==> src/rtl/change_dispenser.sv <==
// change_dispenser: pays a customer balance out as Rs.20/10/5 coins to a coin
// hopper, one coin per handshake, greedy largest-coin-first with no backtracking.
// Keeps a stock counter per denomination and reports any amount left unpaid.
//
// Handshakes:
//   request : a balance is accepted on a rising edge where req_valid & req_ready.
//             req_ready is high only while idle, and balance is sampled on that edge.
//   hopper  : coin_valid/coin_code are held stable until a rising edge with
//             coin_valid & coin_ack. That edge consumes the coin. coin_ack is
//             ignored whenever coin_valid is low.
//
// Optional feature: define CHANGE_ACK_TIMEOUT_EN to give up on a coin after
// ACK_TIMEOUT cycles without an acknowledge. The request then finishes short,
// and stock and the remaining amount are left unchanged.
module change_dispenser #(
   parameter int AMT_W       = 5,
   parameter int CNT_W       = 6,
   parameter int INIT_5      = 8,
   parameter int INIT_10     = 8,
   parameter int INIT_20     = 8,
   parameter int ACK_TIMEOUT = 16
) (
   input  logic             clk,
   input  logic             reset,
   input  logic             req_valid,
   output logic             req_ready,
   input  logic [AMT_W-1:0] balance,
   input  logic             refill,
   output logic             coin_valid,
   output logic [1:0]       coin_code,
   input  logic             coin_ack,
   output logic             done,
   output logic             short,
   output logic [AMT_W-1:0] remaining,
   output logic             busy,
   output logic [CNT_W-1:0] cnt5,
   output logic [CNT_W-1:0] cnt10,
   output logic [CNT_W-1:0] cnt20,
   output logic [1:0]       state_dbg
);

   typedef enum logic [1:0] {
      S_IDLE   = 2'd0,
      S_SELECT = 2'd1,
      S_ISSUE  = 2'd2,
      S_DONE   = 2'd3
   } state_t;

   localparam logic [AMT_W-1:0] V5  = AMT_W'(5);
   localparam logic [AMT_W-1:0] V10 = AMT_W'(10);
   localparam logic [AMT_W-1:0] V20 = AMT_W'(20);

   localparam logic [1:0] C_NONE = 2'b00;
   localparam logic [1:0] C_5    = 2'b01;
   localparam logic [1:0] C_10   = 2'b10;
   localparam logic [1:0] C_20   = 2'b11;

   state_t           state_q, state_d;
   logic [AMT_W-1:0] rem_q, rem_d;
   logic [CNT_W-1:0] cnt5_q, cnt5_d;
   logic [CNT_W-1:0] cnt10_q, cnt10_d;
   logic [CNT_W-1:0] cnt20_q, cnt20_d;
   logic             coin_valid_q, coin_valid_d;
   logic [1:0]       coin_code_q, coin_code_d;
   logic             done_q, done_d;
   logic             short_q, short_d;
   logic [AMT_W-1:0] remaining_q, remaining_d;

   logic             accept;
   logic             ack_hit;
   logic             tmo_hit;
   logic [1:0]       sel_code;
   logic             sel_short;
   logic [AMT_W-1:0] coin_val;

`ifdef CHANGE_ACK_TIMEOUT_EN
   localparam int TMO_W = $clog2(ACK_TIMEOUT + 1);
   logic [TMO_W-1:0] tmo_q, tmo_d;
`endif

   assign accept  = req_valid & (state_q == S_IDLE);
   assign ack_hit = coin_valid_q & coin_ack;

`ifdef CHANGE_ACK_TIMEOUT_EN
   assign tmo_hit = (state_q == S_ISSUE) & ~ack_hit & (tmo_q == TMO_W'(ACK_TIMEOUT - 1));
`else
   // This build waits for the hopper forever, so the timeout can never fire.
   assign tmo_hit = (ACK_TIMEOUT < 0);
`endif

   // Greedy coin choice for the current remaining amount. Coins are all
   // multiples of 5, so the residue test gives the same answer on every visit.
   always_comb begin
      sel_code  = C_NONE;
      sel_short = 1'b0;
      if ((rem_q % V5) != '0)                  sel_short = 1'b1;
      else if (rem_q >= V20 && cnt20_q != '0) sel_code  = C_20;
      else if (rem_q >= V10 && cnt10_q != '0) sel_code  = C_10;
      else if (rem_q >= V5  && cnt5_q  != '0) sel_code  = C_5;
      else if (rem_q != '0)                    sel_short = 1'b1;
   end

   // Value of the coin currently presented to the hopper.
   always_comb begin
      case (coin_code_q)
         C_5:     coin_val = V5;
         C_10:    coin_val = V10;
         C_20:    coin_val = V20;
         default: coin_val = '0;
      endcase
   end

   // State and datapath register; reset abandons any coin in flight.
   always_ff @(posedge clk or posedge reset) begin
      if (reset) begin
         state_q      <= S_IDLE;
         rem_q        <= '0;
         cnt5_q       <= CNT_W'(INIT_5);
         cnt10_q      <= CNT_W'(INIT_10);
         cnt20_q      <= CNT_W'(INIT_20);
         coin_valid_q <= 1'b0;
         coin_code_q  <= C_NONE;
         done_q       <= 1'b0;
         short_q      <= 1'b0;
         remaining_q  <= '0;
`ifdef CHANGE_ACK_TIMEOUT_EN
         tmo_q        <= '0;
`endif
      end else begin
         state_q      <= state_d;
         rem_q        <= rem_d;
         cnt5_q       <= cnt5_d;
         cnt10_q      <= cnt10_d;
         cnt20_q      <= cnt20_d;
         coin_valid_q <= coin_valid_d;
         coin_code_q  <= coin_code_d;
         done_q       <= done_d;
         short_q      <= short_d;
         remaining_q  <= remaining_d;
`ifdef CHANGE_ACK_TIMEOUT_EN
         tmo_q        <= tmo_d;
`endif
      end
   end

   // Next-state logic.
   always_comb begin
      state_d = state_q;
      case (state_q)
         S_IDLE:   if (accept) state_d = S_SELECT;
         S_SELECT: state_d = (sel_code != C_NONE) ? S_ISSUE : S_DONE;
         S_ISSUE: begin
            if (ack_hit)      state_d = S_SELECT;
            else if (tmo_hit) state_d = S_DONE;
         end
         S_DONE:   state_d = S_IDLE;
         default:  state_d = S_IDLE;
      endcase
   end

   // Next values of the registered outputs, remaining amount and stock.
   always_comb begin
      rem_d        = rem_q;
      cnt5_d       = cnt5_q;
      cnt10_d      = cnt10_q;
      cnt20_d      = cnt20_q;
      coin_valid_d = coin_valid_q;
      coin_code_d  = coin_code_q;
      done_d       = 1'b0;
      short_d      = short_q;
      remaining_d  = remaining_q;
`ifdef CHANGE_ACK_TIMEOUT_EN
      tmo_d        = '0;
`endif
      case (state_q)
         S_IDLE: begin
            // A refill in the accept cycle lands on the same edge, so the
            // following selection already sees the full stock.
            if (refill) begin
               cnt5_d  = CNT_W'(INIT_5);
               cnt10_d = CNT_W'(INIT_10);
               cnt20_d = CNT_W'(INIT_20);
            end
            if (accept) begin
               rem_d       = balance;
               short_d     = 1'b0;
               remaining_d = '0;
            end
         end
         S_SELECT: begin
            if (sel_code != C_NONE) begin
               coin_valid_d = 1'b1;
               coin_code_d  = sel_code;
            end else begin
               done_d      = 1'b1;
               short_d     = sel_short;
               remaining_d = rem_q;
            end
         end
         S_ISSUE: begin
`ifdef CHANGE_ACK_TIMEOUT_EN
            tmo_d = tmo_q + TMO_W'(1);
`endif
            if (ack_hit) begin
               rem_d        = rem_q - coin_val;
               coin_valid_d = 1'b0;
               coin_code_d  = C_NONE;
               case (coin_code_q)
                  C_5:     cnt5_d  = cnt5_q  - CNT_W'(1);
                  C_10:    cnt10_d = cnt10_q - CNT_W'(1);
                  C_20:    cnt20_d = cnt20_q - CNT_W'(1);
                  default: ;
               endcase
            end else if (tmo_hit) begin
               coin_valid_d = 1'b0;
               coin_code_d  = C_NONE;
               done_d       = 1'b1;
               short_d      = 1'b1;
               remaining_d  = rem_q;
            end
         end
         default: ;
      endcase
   end

   assign req_ready  = (state_q == S_IDLE);
   assign busy       = ~req_ready;
   assign coin_valid = coin_valid_q;
   assign coin_code  = coin_code_q;
   assign done       = done_q;
   assign short      = short_q;
   assign remaining  = remaining_q;
   assign cnt5       = cnt5_q;
   assign cnt10      = cnt10_q;
   assign cnt20      = cnt20_q;
   assign state_dbg  = state_q;

endmodule

==> config.mk <==
export PLATFORM = sky130hd
export DESIGN_NAME = change_dispenser
export DESIGN_NICKNAME = d
export VERILOG_FILES = /design/src/rtl/change_dispenser.sv
export SDC_FILE = /design/constraint.sdc
export NUM_CORES = 1
export LEC_CHECK = 0
export BUFFER_PORTS_ARGS = -buffer_cell sky130_fd_sc_hd__buf_2
export CAP_MARGIN = 20
export CORE_MARGIN = 2
export CORE_UTILIZATION = 31
export DETAILED_ROUTE_END_ITERATION = 16
export PLACE_DENSITY = 0.6
export SLEW_MARGIN = 25
export SYNTH_ARGS = -nofsm -noshare
export SYNTH_HDL_FRONTEND = slang
export SYNTH_SLANG_ARGS = --single-unit
==> constraint.sdc <==
create_clock -name clk -period 7.3 [get_ports clk]
set_input_delay 0.365 -clock clk [delete_from_list [all_inputs] [get_ports clk]]
set_output_delay 0.365 -clock clk [all_outputs]
set_load 0.01 [all_outputs]
==> results.toml, run 1 <==
[status]
run_status = "completed"

[power]
irDropWorstVdd_mv = 0.222
powerDensity_nw_per_um2 = 475
p_leak_uw = 0.00120

[floorplanning]
die-width_um = 85.5
design.core.area_sq_um = 6390
dieHeight_um = 85.5
num_rows = 29
dieArea_sq_um = 7320
io_pins = 42
start_util_pct = 32.3

[drt]
dr.pass1.iters = 4
drtAntennaViolNets = 0
first_iter_violations = 91
avgRoutedWirePerCell_um = 13.7
wl_mm = 4.71
drcViolationCount = 0
vias = 1663
routed_via_density = 4.85

[logic_synthesis]
async_flop_share_pct = 100
synthTopCellsByArea = "dfrtp_1, ha_1, nor2_1, dfstp_2, a22o_1"
synth_top_area_share_pct = 38.9
synth_nets = 248
synth_commonest_cells = "dfrtp_1, nor2_1, nand2_1"
synth_cells = 224
synth.largest_area_cell = "dfrtp_1"
ys_types = 42
netlist_area_sq_um = 2060
synth.avg_cell_area_sq_um = 9.20
ys.flop_type = "dfrtp_1"
synth_warnings = 0
yosysSeqAreaShare_pct = 42.7
synth.most_common_cell = "dfrtp_1"
synth_enable_flop_cells = 0
ys_ff_latch = 35

[sta]
fmax_mhz = 401
post-route-period-util_pct = 34.2
tightest_slew_ns = 0.866
whs_ns = 0.167
rsz0062_at_grt = "false"
timing.slew.headroom_pct = 42.3
tns_ns = 0
setup_viol = 0
finalMaxSlewViolations = 0
min_period_ns = 2.49
skew_ns = 0.00711
hold_viol_final = 0
fin_ws_ns = 4.81

[cells_and_area]
fin_nets = 289
syn2layout_area_growth_pct = 18.8
fillers = 669
final_area_sq_um = 2450
utilization_pct = 38.3
drive_above_1_share_pct = 22.6
n_antenna_cell = 0

[setup_path]
startpoint_type = "flop"
rr_startpoint = "rem_q[3]"
r2r_end = "short"
cp.required_ns = 7.47
end_kind = "flop"
worstRegToRegCells = 7
cp_max_fo = 7
cp_data_arrival_time_ns = 2.66
critPathKind = "reg -> reg"
reg2reg_slack_ns = 4.81

[grt]
grt-ovfl-total = 0
gr-usage-met1_pct = 19.0
antenna_found_initial = 0
top_usage_layer = "met2"
use_met3_pct = 3.66
grt_pass1_vias = 1528
track_usage_pct = 13.5
grt_pass1_wl_mm = 7.76
grtUsageMet2_pct = 20.9
grt_start_max_net_pins = 36

[clocking]
cts_made_buffers = 5
root_buffer = "clkbuf_8"
post_cts_buffers = 0
cts.sinks = 35
cts_resized = 0
worstSkewPairLatency_ns = 0.29
htreeDepth = 2
clk_path_buf_depth = 2
clk_pin_slew_ns = 0.07
cts_tree = "built"
cts_hold_buf = 0

[placed_design]
port_buffers = 41
pre_cts_slack_ns = 4.83
gp_congestion = 0.767
dpl.hpwl_mm = 3.52
placed_area_sq_um = 2330

[job]
cap_violations = 0

[worst_hold_path]
min_path_type = "in -> async"
through the flow:
step                      cells  power, uW
after floorplan             224        817
after global placement      335        980
after detailed placement    335        987
after CTS                   343       1170
after global routing        343       1270
final                       343       1160
state kept, by name, summed over array words and instances, names as in the netlist, 2 cells and up:
signal	cells
cnt20	6
cnt10	6
remaining	5
state_dbg	2
coin_code	2
cnt5	6
rem_q	5
logic make-up after synthesis:
kind of cell               after synthesis  synth area share, %
and+or+nand+nor                         87                 20.9
AOI/OAI and AO/OA                       45                 15.1
buffers and inverters                   26                 5.16
adders and majority gates               14                 8.86
DFF                                     35                 42.7
muxes                                    1                0.486
xor gates and xnor gates                16                 6.80
cell type report:
type	instances	area [sq um]	share of cell area, %
Multi-Input combinational cell	163	1070	43.9
Sequential cell	35	880	35.9
Timing Repair Buffer	42	213	8.69
Tap cell	77	96.3	3.93
Clock buffer	6	82.6	3.37
Inverter	18	67.6	2.76
Clock inverter	2	35.0	1.43
metal layers:
metal | up-vias | wire length (um) | part of all wire [%]
li1 | 842 | - | -
met1 | 781 | 2300 | 49
met2 | 37 | 2170 | 46
met3 | 3 | 217 | 4.6
met4 | 0 | 18 | 0.38
met5 | - | 0 | 0
where the power goes:
| group | switching [uW] | internal (uW) | leakage (uW) | total, uW |
|---|---|---|---|---|
| Sequential | 110 | 279 | 0.000444 | 390 |
| Clock | 71.1 | 110 | 0.0000612 | 182 |
| Combinational | 323 | 269 | 0.000691 | 592 |
| Total | 504 | 659 | 0.00120 | 1160 |
placed cells by master (no fill, tap or decap), types with 2 or more instances in the layout:
master,n
buf_2,41
o31ai_1,3
clkbuf_8,6
a221oi_1,2
ha_1,13
nand2_1,19
a22o_1,9
xnor2_1,7
xor2_1,9
nor2b_1,6
dfstp_2,3
a21oi_1,11
nand3_1,4
nor2_1,31
and2_1,3
nor3_1,5
or2_2,2
nand2b_1,6
and3_1,3
inv_1,18
o21ai_0,11
dfrtp_1,32
worst max-delay path by stage:
| stage | startpoint | end | slack (ns) | cells past startpoint |
|---|---|---|---|---|
| 2_1_floorplan | rem_q[3] | short | 4.98 | 7 |
| 3_3_place_gp | rem_q[2] | short | 4.86 | 6 |
| 3_5_place_dp | rem_q[3] | short | 4.83 | 7 |
| 4_1_cts | rem_q[3] | short | 4.81 | 7 |
| 5_1_grt | rem_q[3] | short | 4.68 | 7 |
| 6_report | rem_q[3] | short | 4.81 | 7 |
worst max-delay path, cell delays in order, from the launching register on:
cell and delay, ns:
dfrtp_1 0.45, inv_1 0.13, ha_1 0.16, or3b_4 0.38, a2111oi_2 0.34, and4b_4 0.26
a311o_1 0.40, a22o_1 0.26
(Power assumes the default switching activity.)
==> run 2, diff against run 1 <==
clock period = 2.4 ns   (was 7.3 ns; I/O delays follow)
==> results.toml, run 2 (same netlist as run 1, synthesis figures left out) <==
[status]
run_status = "completed"

[power]
irDropWorstVdd_mv = 0.633
powerDensity_nw_per_um2 = 1440
p_leak_uw = 0.00126

[placed_design]
gp_congestion = 0.771
port_buffers = 41
dpl.hpwl_mm = 3.73
placed_area_sq_um = 2420

[setup_path]
crit_path_cell_trace = "inv_2 -> ha_1 -> or3b_4 -> a2111oi_4 -> and4b_4 -> a311o_2 -> a22o_1"
rr_startpoint = "rem_q[3]"
cp_max_fo = 6
worstSetupPathDepth = 7
crit_slowest_cell = "a311o_2"
end_kind = "flop"
critical_path.startpoint = "rem_q[3]"
cp_data_arrival_time_ns = 2.49
critPathKind = "reg -> reg"
reg2reg_slack_ns = 0.07
critPathBufInv = 1
cp.required_ns = 2.57
max_stage_delay_ns = 0.45
critical_path.top_delay_family = "compound AO/OA/AOI/OAI gates"
endpoint = "short"
startpoint_type = "flop"
worstRegToRegCells = 7
r2r_end = "short"

[clocking]
clk_pin_slew_ns = 0.08
worstSkewPairLatency_ns = 0.28
htreeDepth = 2
clk_path_buf_depth = 2
cts.sinks = 35
root_buffer = "clkbuf_8"
cts_tree = "built"
cts_made_buffers = 5

[drt]
wl_mm = 4.93
dr.pass1.iters = 4
avgRoutedWirePerCell_um = 13.8
drcViolationCount = 0
drtAntennaViolNets = 0
first_iter_violations = 68
vias = 1765
routed_via_density = 4.94

[grt]
grt_pass1_wl_mm = 8.22
grt_pass1_vias = 1690
antenna_found_initial = 0
grt-ovfl-total = 0
grt_start_max_net_pins = 36
track_usage_pct = 14.2

[cells_and_area]
final_area_sq_um = 2570
drive_above_1_share_pct = 26.4
fin_nets = 303
final_cell_mix = "buf_2, dfrtp_1, nor2_1"
layout_commonest_cell = "buf_2"
fillers = 652
syn2layout_area_growth_pct = 24.6
n_antenna_cell = 0

[floorplanning]
design.core.area_sq_um = 6390
num_rows = 29
die-width_um = 85.5
start_util_pct = 32.3
dieArea_sq_um = 7320
dieHeight_um = 85.5
io_pins = 42

[sta]
min_period_ns = 2.33
tns_ns = 0
tightest_slew_ns = 0.462
finalMaxSlewViolations = 0
hold_viol_final = 0
post-route-period-util_pct = 96.9
timing.slew.headroom_pct = 68.9
setup_viol = 0
fmax_mhz = 430
skew_ns = 0.00845

[job]
cap_violations = 0

[worst_hold_path]
hold_start = "balance[1]"
min_path_type = "in -> reg"
==> run 2: cell count changes in the layout (fill, tap and decap cells not counted), sizes merged <==
cell         change
clkinv           -1
clkbuf           +1
buf             +13
dlygate4sd3      +1
==> run 2: worst min path at each step <==
stage              endpoint  depth (start not counted)
2_1_floorplan      cnt10[0]                          1
3_3_place_gp           done                          3
3_5_place_dp   remaining[4]                          3
4_1_cts            rem_q[1]                          3
5_1_grt            rem_q[1]                          3
6_report           rem_q[1]                          3
==> run 2: worst reg2reg max path, stage by stage (launching register included) <==
cell       delay (ns)
dfrtp_1          0.39
inv_2            0.07
ha_1             0.14
or3b_4           0.40
a2111oi_4        0.28
and4b_4          0.26
a311o_2          0.45
a22o_1           0.23
==> run 2: stage by stage <==
| stage | setup slack (ns) | cells | power (uW) | utilization, % | hold WS [ns] |
|---|---|---|---|---|---|
| finish | 0.0742 | 357 | 3700 | 40.2 | 0.131 |
| global route | -0.00847 | 357 | 4070 | 40.2 | 0.128 |
| CTS | 0.00266 | 356 | 3690 | 39.7 | 0.120 |
| detailed placement | 0.00248 | 347 | 3140 | 37.9 | 0.248 |
| global placement | 0.0793 | 347 | 3100 | 37.9 | 0.243 |
| floorplan | 0.0761 | 224 | 2490 | - | 0.265 |
==> run 2: timing repair <==
action	in CTS	in global routing
hold buffers	1	0
hold endpoints to repair	32	0
gates resized for setup	0	5
endpoints found under the setup margin	0	8
setup buffers	0	1
==> run 2: layout make-up <==
| cell class | instances | area (sq um) | share of cell area (%) |
|---|---|---|---|
| multi-input cells | 163 | 1090 | 42.6 |
| clock buffers | 7 | 76.3 | 2.97 |
| repair buffers | 56 | 324 | 12.6 |
| inverters | 18 | 67.6 | 2.63 |
| clock inverters | 1 | 30.0 | 1.17 |
| flip-flops and latches | 35 | 880 | 34.3 |
| well taps | 77 | 96.3 | 3.75 |
==> run 2: per-layer routing <==
metal  up-vias  share of wire [%]  global-route usage, %
met2        41                 49                   23.7
met1       857                 46                   19.2
met4         0               0.30                   2.60
li1        865                  -                      -
met5         -                  0                      0
met3         2                4.2                   3.27
==> run 2: report_power, final <==
group,switching (uW),internal [uW]
logic,1090,959
clock network,214,311
registers,276,851
